<file path="config.mk">
export PLATFORM = sky130hd
export DESIGN_NAME = regs_writer_flat
export DESIGN_NICKNAME = d
export VERILOG_FILES = /design/src/rtl/regs_writer_if.sv /design/src/rtl/regs_writer.sv /design/src/flat_wrapper.sv
export SDC_FILE = /design/constraint.sdc
export NUM_CORES = 1
export LEC_CHECK = 0
export CAP_MARGIN = 20
export CORE_UTILIZATION = 30
export CTS_CLUSTER_DIAMETER = 60
export DETAILED_ROUTE_END_ITERATION = 8
export GPL_TIMING_DRIVEN = 0
export SKIP_CTS_REPAIR_TIMING = 1
export SLEW_MARGIN = 20
export SYNTH_ARGS = -nofsm -noshare
export SYNTH_HDL_FRONTEND = slang
export SYNTH_SLANG_ARGS = --single-unit
</file>
<file path="constraint.sdc">
create_clock -name iCLK -period 3.89 [get_ports iCLK]
set_input_delay 0.778 -clock iCLK [delete_from_list [all_inputs] [get_ports iCLK]]
set_output_delay 0.778 -clock iCLK [all_outputs]
set_load 0.03 [all_outputs]
</file>
<file path="src/rtl/regs_writer_if.sv">
// Write-command channel into the register writer: valid/ready handshake
// carrying {op, select, data}.
interface regs_writer_if #(
  parameter int WIDTH = 8,
  parameter int NREGS = 4
);
  localparam int SELW = $clog2(NREGS);

  logic             iWVALID;
  logic             oWREADY;
  logic [1:0]       iWOP;
  logic [SELW-1:0]  iWSELECT;
  logic [WIDTH-1:0] iWDATA;

  modport master (output iWVALID, iWOP, iWSELECT, iWDATA, input oWREADY);
  modport slave  (input iWVALID, iWOP, iWSELECT, iWDATA, output oWREADY);
endinterface

</file>
<file path="src/rtl/regs_writer.sv">
// Register bank writer: queues LOAD/ADD/CLR/NOP commands in a small FIFO and
// applies them to an NREGS x WIDTH bank; CLR walks the bank one register per edge.
module regs_writer #(
  parameter int WIDTH = 8,
  parameter int NREGS = 4,
  parameter int DEPTH = 2
) (
  input  logic             iCLK,
  input  logic             iRST,
  regs_writer_if.slave     w,
  output logic [WIDTH-1:0] oREGS [0:NREGS-1],
  output logic             oBUSY,
  output logic             oDONE
);
  localparam int SELW = $clog2(NREGS);
  localparam int PTRW = $clog2(DEPTH);
  localparam int CNTW = $clog2(DEPTH + 1);

  typedef enum logic [1:0] {OP_LOAD, OP_ADD, OP_CLR, OP_NOP} op_e;
  typedef enum logic {S_IDLE, S_CLEAR} state_e;

  typedef struct packed {
    op_e              op;
    logic [SELW-1:0]  sel;
    logic [WIDTH-1:0] data;
  } cmd_t;

  // ---------------------------------------------------------------- FIFO
  cmd_t            fifo_q [DEPTH];
  logic [PTRW-1:0] wr_ptr_q, wr_ptr_d;
  logic [PTRW-1:0] rd_ptr_q, rd_ptr_d;
  logic [CNTW-1:0] count_q, count_d;
  logic            push, pop;
  cmd_t            head;

  assign w.oWREADY = (count_q != CNTW'(DEPTH));
  assign push      = w.iWVALID && w.oWREADY;
  assign head      = fifo_q[rd_ptr_q];

  // Pointers wrap naturally because DEPTH is a power of two.
  always_comb begin
    wr_ptr_d = wr_ptr_q;
    rd_ptr_d = rd_ptr_q;
    count_d  = count_q;
    if (push) wr_ptr_d = wr_ptr_q + PTRW'(1);
    if (pop)  rd_ptr_d = rd_ptr_q + PTRW'(1);
    case ({push, pop})
      2'b10:   count_d = count_q + CNTW'(1);
      2'b01:   count_d = count_q - CNTW'(1);
      default: count_d = count_q;
    endcase
  end

  always_ff @(posedge iCLK or posedge iRST) begin
    if (iRST) begin
      wr_ptr_q <= '0;
      rd_ptr_q <= '0;
      count_q  <= '0;
    end else begin
      wr_ptr_q <= wr_ptr_d;
      rd_ptr_q <= rd_ptr_d;
      count_q  <= count_d;
    end
  end

  // Payload storage needs no reset; occupancy is tracked by count_q.
  always_ff @(posedge iCLK) begin
    if (push) fifo_q[wr_ptr_q] <= cmd_t'{op: op_e'(w.iWOP), sel: w.iWSELECT, data: w.iWDATA};
  end

  // ------------------------------------------------------ sequencer/bank
  state_e                      state_q, state_d;
  logic [SELW-1:0]             clr_cnt_q, clr_cnt_d;
  logic [NREGS-1:0][WIDTH-1:0] regs_q, regs_d;
  logic                        done_q, done_d;

  always_comb begin
    state_d   = state_q;
    clr_cnt_d = clr_cnt_q;
    regs_d    = regs_q;
    done_d    = 1'b0;
    pop       = 1'b0;
    case (state_q)
      S_IDLE: begin
        if (count_q != '0) begin
          pop = 1'b1;
          case (head.op)
            OP_LOAD: begin
              regs_d[head.sel] = head.data;
              done_d           = 1'b1;
            end
            OP_ADD: begin
              regs_d[head.sel] = regs_q[head.sel] + head.data;
              done_d           = 1'b1;
            end
            OP_CLR: begin
              regs_d[0] = '0;
              clr_cnt_d = SELW'(1);
              state_d   = S_CLEAR;
            end
            default: done_d = 1'b1;
          endcase
        end
      end
      S_CLEAR: begin
        regs_d[clr_cnt_q] = '0;
        clr_cnt_d         = clr_cnt_q + SELW'(1);
        // CLR completes only once the last register has been zeroed.
        if (clr_cnt_q == SELW'(NREGS - 1)) begin
          clr_cnt_d = '0;
          state_d   = S_IDLE;
          done_d    = 1'b1;
        end
      end
      default: state_d = S_IDLE;
    endcase
  end

  always_ff @(posedge iCLK or posedge iRST) begin
    if (iRST) begin
      state_q   <= S_IDLE;
      clr_cnt_q <= '0;
      regs_q    <= '0;
      done_q    <= 1'b0;
    end else begin
      state_q   <= state_d;
      clr_cnt_q <= clr_cnt_d;
      regs_q    <= regs_d;
      done_q    <= done_d;
    end
  end

  for (genvar g = 0; g < NREGS; g++) begin : g_out
    assign oREGS[g] = regs_q[g];
  end

  assign oBUSY = (count_q != '0) || (state_q != S_IDLE);
  assign oDONE = done_q;
endmodule

</file>
<file path="src/flat_wrapper.sv">
// flat-port wrapper written by rule: the top's interface ports become plain ports
module regs_writer_flat 
#(
  parameter int WIDTH = 8,
  parameter int NREGS = 4,
  parameter int DEPTH = 2
)
  (iCLK, iRST, oREGS, oBUSY, oDONE, w_iWVALID, w_iWOP, w_iWSELECT, w_iWDATA, w_oWREADY);
  regs_writer_if #(.WIDTH(WIDTH), .NREGS(NREGS)) w_i ();
  input  logic iCLK;
  input  logic iRST;
  output logic [WIDTH-1:0] oREGS[0:NREGS-1];
  output logic oBUSY;
  output logic oDONE;
  input wire logic [$bits(w_i.iWVALID)-1:0] w_iWVALID;
  input wire logic [$bits(w_i.iWOP)-1:0] w_iWOP;
  input wire logic [$bits(w_i.iWSELECT)-1:0] w_iWSELECT;
  input wire logic [$bits(w_i.iWDATA)-1:0] w_iWDATA;
  output wire logic [$bits(w_i.oWREADY)-1:0] w_oWREADY;
  assign w_i.iWVALID = w_iWVALID;
  assign w_i.iWOP = w_iWOP;
  assign w_i.iWSELECT = w_iWSELECT;
  assign w_i.iWDATA = w_iWDATA;
  assign w_oWREADY = w_i.oWREADY;
  regs_writer #(.WIDTH(WIDTH), .NREGS(NREGS), .DEPTH(DEPTH)) u_core (.iCLK(iCLK), .iRST(iRST), .w(w_i), .oREGS(oREGS), .oBUSY(oBUSY), .oDONE(oDONE));
endmodule
</file>
# [After elaboration in Yosys (flattened, before gate mapping)]
# Memories as Yosys holds them, arrays and structs flattened.
# Index checks and enable logic that the tools add are counted.
# Widths: inputs -> output; s select.
[totals] ff_bits=40 ramBits=24 inputBits=15 output_inout_bits=35 elab_cells=73 mem_count=1
[memory_table] memory="u_core.fifo_q" depth=2 width=12 rd=1 rd_clocked_by_memory_dff=0 wr=1 line_no="regs_writer.sv:29" rtl="cmd_t fifo_q [DEPTH];"
[op_classes] addsub=6 magnitude_cmp=4 eq_ne=10 mux=29 bitwise_logic=3 reduce_logical=10
[op_table] operator="$bwmux 32" n=2
[op_table] operator="$pmux 32 s2" n=1
[op_table] operator="$pmux 24 s2" n=1
[op_table] operator="$and 32x32->32" n=1
[op_table] operator="$demux 8 s2" n=2
[op_table] operator="$mux 32" n=1
[op_table] operator="$not 32->32" n=1
[op_table] operator="$mux 8" n=3
[op_table] operator="$pmux 8 s3" n=1
[op_table] operator="$bmux 8 s2" n=1
[op_table] operator="$mux 1" n=10
[op_table] operator="$add 8x8->8" n=1
[op_table] operator="$pmux 2 s2" n=2
[op_table] operator="$eq 2x2->1 const B" n=3
[op_table] operator="$lt 2x3->1 const B" n=2
[op_table] operator="$mux 2" n=3
[op_table] operator="$reduce_and 2->1" n=3
[op_table] operator="$add 2x1->2 const B" n=2
[op_table] operator="$eq 2x1->1 const B" n=2
[op_table] operator="$ge 2x1->1 const B" n=2
[op_table] operator="$ne 2x2->1 const B" n=2
[op_table] operator="$ne 4x4->1 const B" n=1
[op_table] operator="$pmux 1 s2" n=2
[op_table] operator="$reduce_bool 2->1" n=2
[op_table] operator="other kinds (8)" n=11

# [Logic depth before layout (Yosys ltp)]
# An unclocked memory read counts as a cell.
[logic_depth] ltp_word=9 ltp_mapped=12

# [Least setup slack after synthesis]
# No wires, ideal clock.
[synth_path] kind="reg-to-reg" from="register u_core.rd_ptr_q" to="register u_core.regs_q, in the netlist u_core.oREGS[6]" t_arrival_ps=3382 t_required_ps=3768 path_slack_ps=387 stages_incl_launch_ff=13 path_buffers=2 synth_period_minus_slack_ps=3503 path_cell_list="dfrtp_1 > buf_6 > buf_6 > mux2i_2 > mux4_1 > ha_1 > fa_1 > a21o_1 > a21oi_1 > o21ai_0 > xor2_1 > nand2b_1 > a32o_1"
[synth_between] elab_chain_len=9 elab_cells_between_ends=18
[synth_rtl] item="start, declared" line_no="regs_writer.sv:31" rtl="logic [PTRW-1:0] rd_ptr_q, rd_ptr_d;"
[synth_rtl] item="start signal, assigned" line_no="regs_writer.sv:61" rtl="rd_ptr_q <= rd_ptr_d;"
[synth_rtl] item="$mem_v2 2x12 (*)"
[synth_rtl] item="branches (longest 8 deep; another with $add 8x8->8)"
[synth_rtl] item="end signal, assigned" line_no="regs_writer.sv:128" rtl="regs_q <= regs_d;"
[synth_rtl] item="end, declared" line_no="regs_writer.sv:74" rtl="logic [NREGS-1:0][WIDTH-1:0] regs_q, regs_d;"
# Every way passes the cells marked *. The select of a mux whose other input is x is not followed.
# A chain may end at the register's enable or synchronous reset.

# [Final worst setup path]
[layout_path] from="register u_core.rd_ptr_q" to="register u_core.regs_q, in the netlist u_core.oREGS[14]"
# The elaborated chain is that of the path after synthesis.

==> metrics.cfg <==
[cts]
clk_path_buf_depth = 2
cts_made_buffers = 9
clkSlewWorstSetupHoldPaths_ns = 0.07
cts_num_sinks = 64
root_buffer = clkbuf_8
htreeDepth = 3
clock_latency_ns = 0.36
tritoncts = built

[synthesis]
avgSynthCellArea_um2 = 11.6
synth.most_common_cell = dfrtp_1
ys_ff_latch = 64
synthesis.nets = 319
synth_top_cells_by_area = dfrtp_1, edfxtp_1, ha_1, o21ai_0, nand3_1
async_flop_share = 0.625
synth_edf_count = 24
seq_area_frac_synth = 0.512
netlist_top_cells_count = dfrtp_1, o21ai_0, edfxtp_1, nand3_1, nand2_1
syn-cell-area_um2 = 3360
yosysTopAreaCellShare = 0.298
ys_types = 50
yosys.area.top_type = dfrtp_1
synth_cells = 289
yosysWarnings = 0
synthFlopType = dfrtp_1

[die]
io_pins = 50
coreArea_um2 = 10900
die_area_um2 = 11600
initial_utilization = 0.309
rows = 38
die_w_um = 108
dieHeight_um = 108

[cells_and_area]
fillers = 1073
diodes = 0
fin_cells = 500
utilization = 0.395
drive_gt1_frac = 0.136
nets = 385
seqCellArea_um2 = 1720
multiInputGateArea_um2 = 1590
area_growth_pct = 28.0

[placed_design]
gpl.final_weighted_congestion = 0.837
dp_cells = 479
dpl.hpwl_mm = 6.32
io_buffers = 49
dp_slack_ns = -0.223

[power_and_ir_drop]
p_sw_frac = 0.457
ir_worst_vdd_mv = 0.463
p_total_uw = 4000
seq_power_share = 0.288
p_comb_frac = 0.586
p_int_uw = 2170
switchingPower_uw = 1830
p_per_area_nw_per_um2 = 930
leakage_uw = 0.00177
p_clk_frac = 0.127

[job]
maxCapViolCount = 0

[global_routing]
grt_usage = 0.161
grt_pass1_vias = 2638
grt_pass1_wl_mm = 13.8
antenna_found_initial = 0
grt.overflow.total = 0
grt_max_degree = 34

[worst_setup_path]
arrival_ns = 3.94
criticalPathCategory = reg2reg
required_ns = 4.12
crit_path_end_kind = flop
worst-path-max-fanout = 10
start_kind = flop

[sta]
finalMaxSlewViolations = 0
setup_violations = 0
hold_viol_final = 0
tightest_slew_ns = 0.718
finalWorstSetupSlack_ns = 0.177
max_slew_margin = 0.521
fin_setup_tns_ns = 0
skew_ns = 0.0191
min_period_ns = 3.71
timing.final.crit_share = 0.955
fmax_mhz = 269

[detailed_routing]
drt_iter0_markers = 127
drt-total-wl_mm = 8.70
vias = 2575
dr.pass1.iters = 4
drc = 0
vias_per_cell = 5.15
final_antenna_net_count = 0
route.detailed.wl_per_inst_um = 17.4

[run_status]
run_status = finished, final reports clean

[hold_path]
hold_class = reg2reg

## routing by layer
metal	GRT usage	wire (um)	part of all wire	up-vias
met1	0.194	3810	0.44	1262
met4	0.0705	207	0.024	0
met3	0.0478	414	0.048	20
met5	0	0	0	-
li1	-	-	-	1226
met2	0.266	4260	0.49	67
## cell type report
cell class                      instances  share of cell area
Tap cell                              140              0.0407
Multi-Input combinational cell        207               0.371
Timing Repair Buffer                   55               0.130
Clock buffer                           11              0.0305
Sequential cell                        64               0.400
Inverter                                9             0.00786
Buffer                                  9              0.0116
Clock inverter                          5             0.00786
## placed cells by master (no fill, tap or decap), types with 4 or more instances in the layout
cell type and instances:
edfxtp_1 24, a22o_1 4, ha_1 14, mux4_1 4, nor3_1 5, nand2_1 17, clkbuf_1 8, mux2_2 7
xnor2_1 7, dfrtp_1 40, clkdlybuf4s50_1 49, a21oi_1 9, inv_1 7, mux2i_1 7, o21ai_1 5, nand3_1 24
buf_4 4, a21o_1 5, o21ai_0 27, nor2_1 15, xor2_1 4, clkbuf_8 9, o31ai_1 5
## per-stage QoR
| stage | instance area [um^2] | hold WS, ns |
|---|---|---|
| 2_1_floorplan | 3360 | 0.460 |
| 3_3_place_gp | 4030 | 0.475 |
| 3_5_place_dp | 4050 | 0.488 |
| 4_1_cts | 4210 | 0.503 |
| 5_1_grt | 4300 | 0.532 |
| 6_report | 4300 | 0.517 |
## power by group through the flow
stage                     logic (uW)  clock network (uW)  registers, uW
final                           2340                 506           1150
after CTS                       2240                 522           1150
after global placement          2190                   0           1150
after global routing            2560                 546           1180
after floorplan                 1300                   0           1370
after detailed placement        2230                   0           1160
## sequential cells by signal, summed over array words and instances (netlist names)
| name | count |
|---|---|
| u_core.clr_cnt_q | 2 |
| u_core.count_q | 2 |
| u_core.fifo_q | 24 |
| u_core.oDONE | 1 |
| u_core.oREGS | 32 |
| u_core.rd_ptr_q | 1 |
| u_core.state_q | 1 |
| u_core.wr_ptr_q | 1 |
## kinds of logic (layout without fill, tap and decap cells)
kind of cell	after synthesis	after routing	share of synthesized area
AO/OA/AOI/OAI	78	78	0.150
XOR/XNOR	11	11	0.0287
adder cells (fa/ha/maj)	15	15	0.0581
buffers and inverters	18	89	0.0249
flip-flops	64	64	0.512
multiplexers	23	23	0.103
AND/OR/NAND/NOR	80	80	0.123
## critical path: stages, from the launching register on
cell,delay [ns]
dfrtp_1,0.39
buf_6,0.16
buf_6,0.19
mux2i_4,0.27
buf_12,0.16
mux4_1,0.58
ha_1,0.27
fa_1,0.41
a21o_1,0.19
a21oi_2,0.18
o21ai_0,0.14
xor2_1,0.17
nand2b_1,0.22
a32o_1,0.25
## worst paths after layout
| kind | startpoint | to | slack [ns] | cells after the start |
|---|---|---|---|---|
| max | u_core.rd_ptr_q | u_core.oREGS[14] | 0.18 | 13 |
| min | u_core.wr_ptr_q | u_core.wr_ptr_q | 0.52 | 1 |
| max reg2reg | u_core.rd_ptr_q | u_core.oREGS[14] | 0.18 | 13 |
| min reg2reg | u_core.wr_ptr_q | u_core.wr_ptr_q | 0.52 | 1 |
| max in group asynchronous | iRST | u_core.oREGS[6] | 2.78 | 3 |
| min in group asynchronous | iRST | u_core.count_q[0] | 0.65 | 2 |
Note: power is estimated with default switching activity, not from simulation.
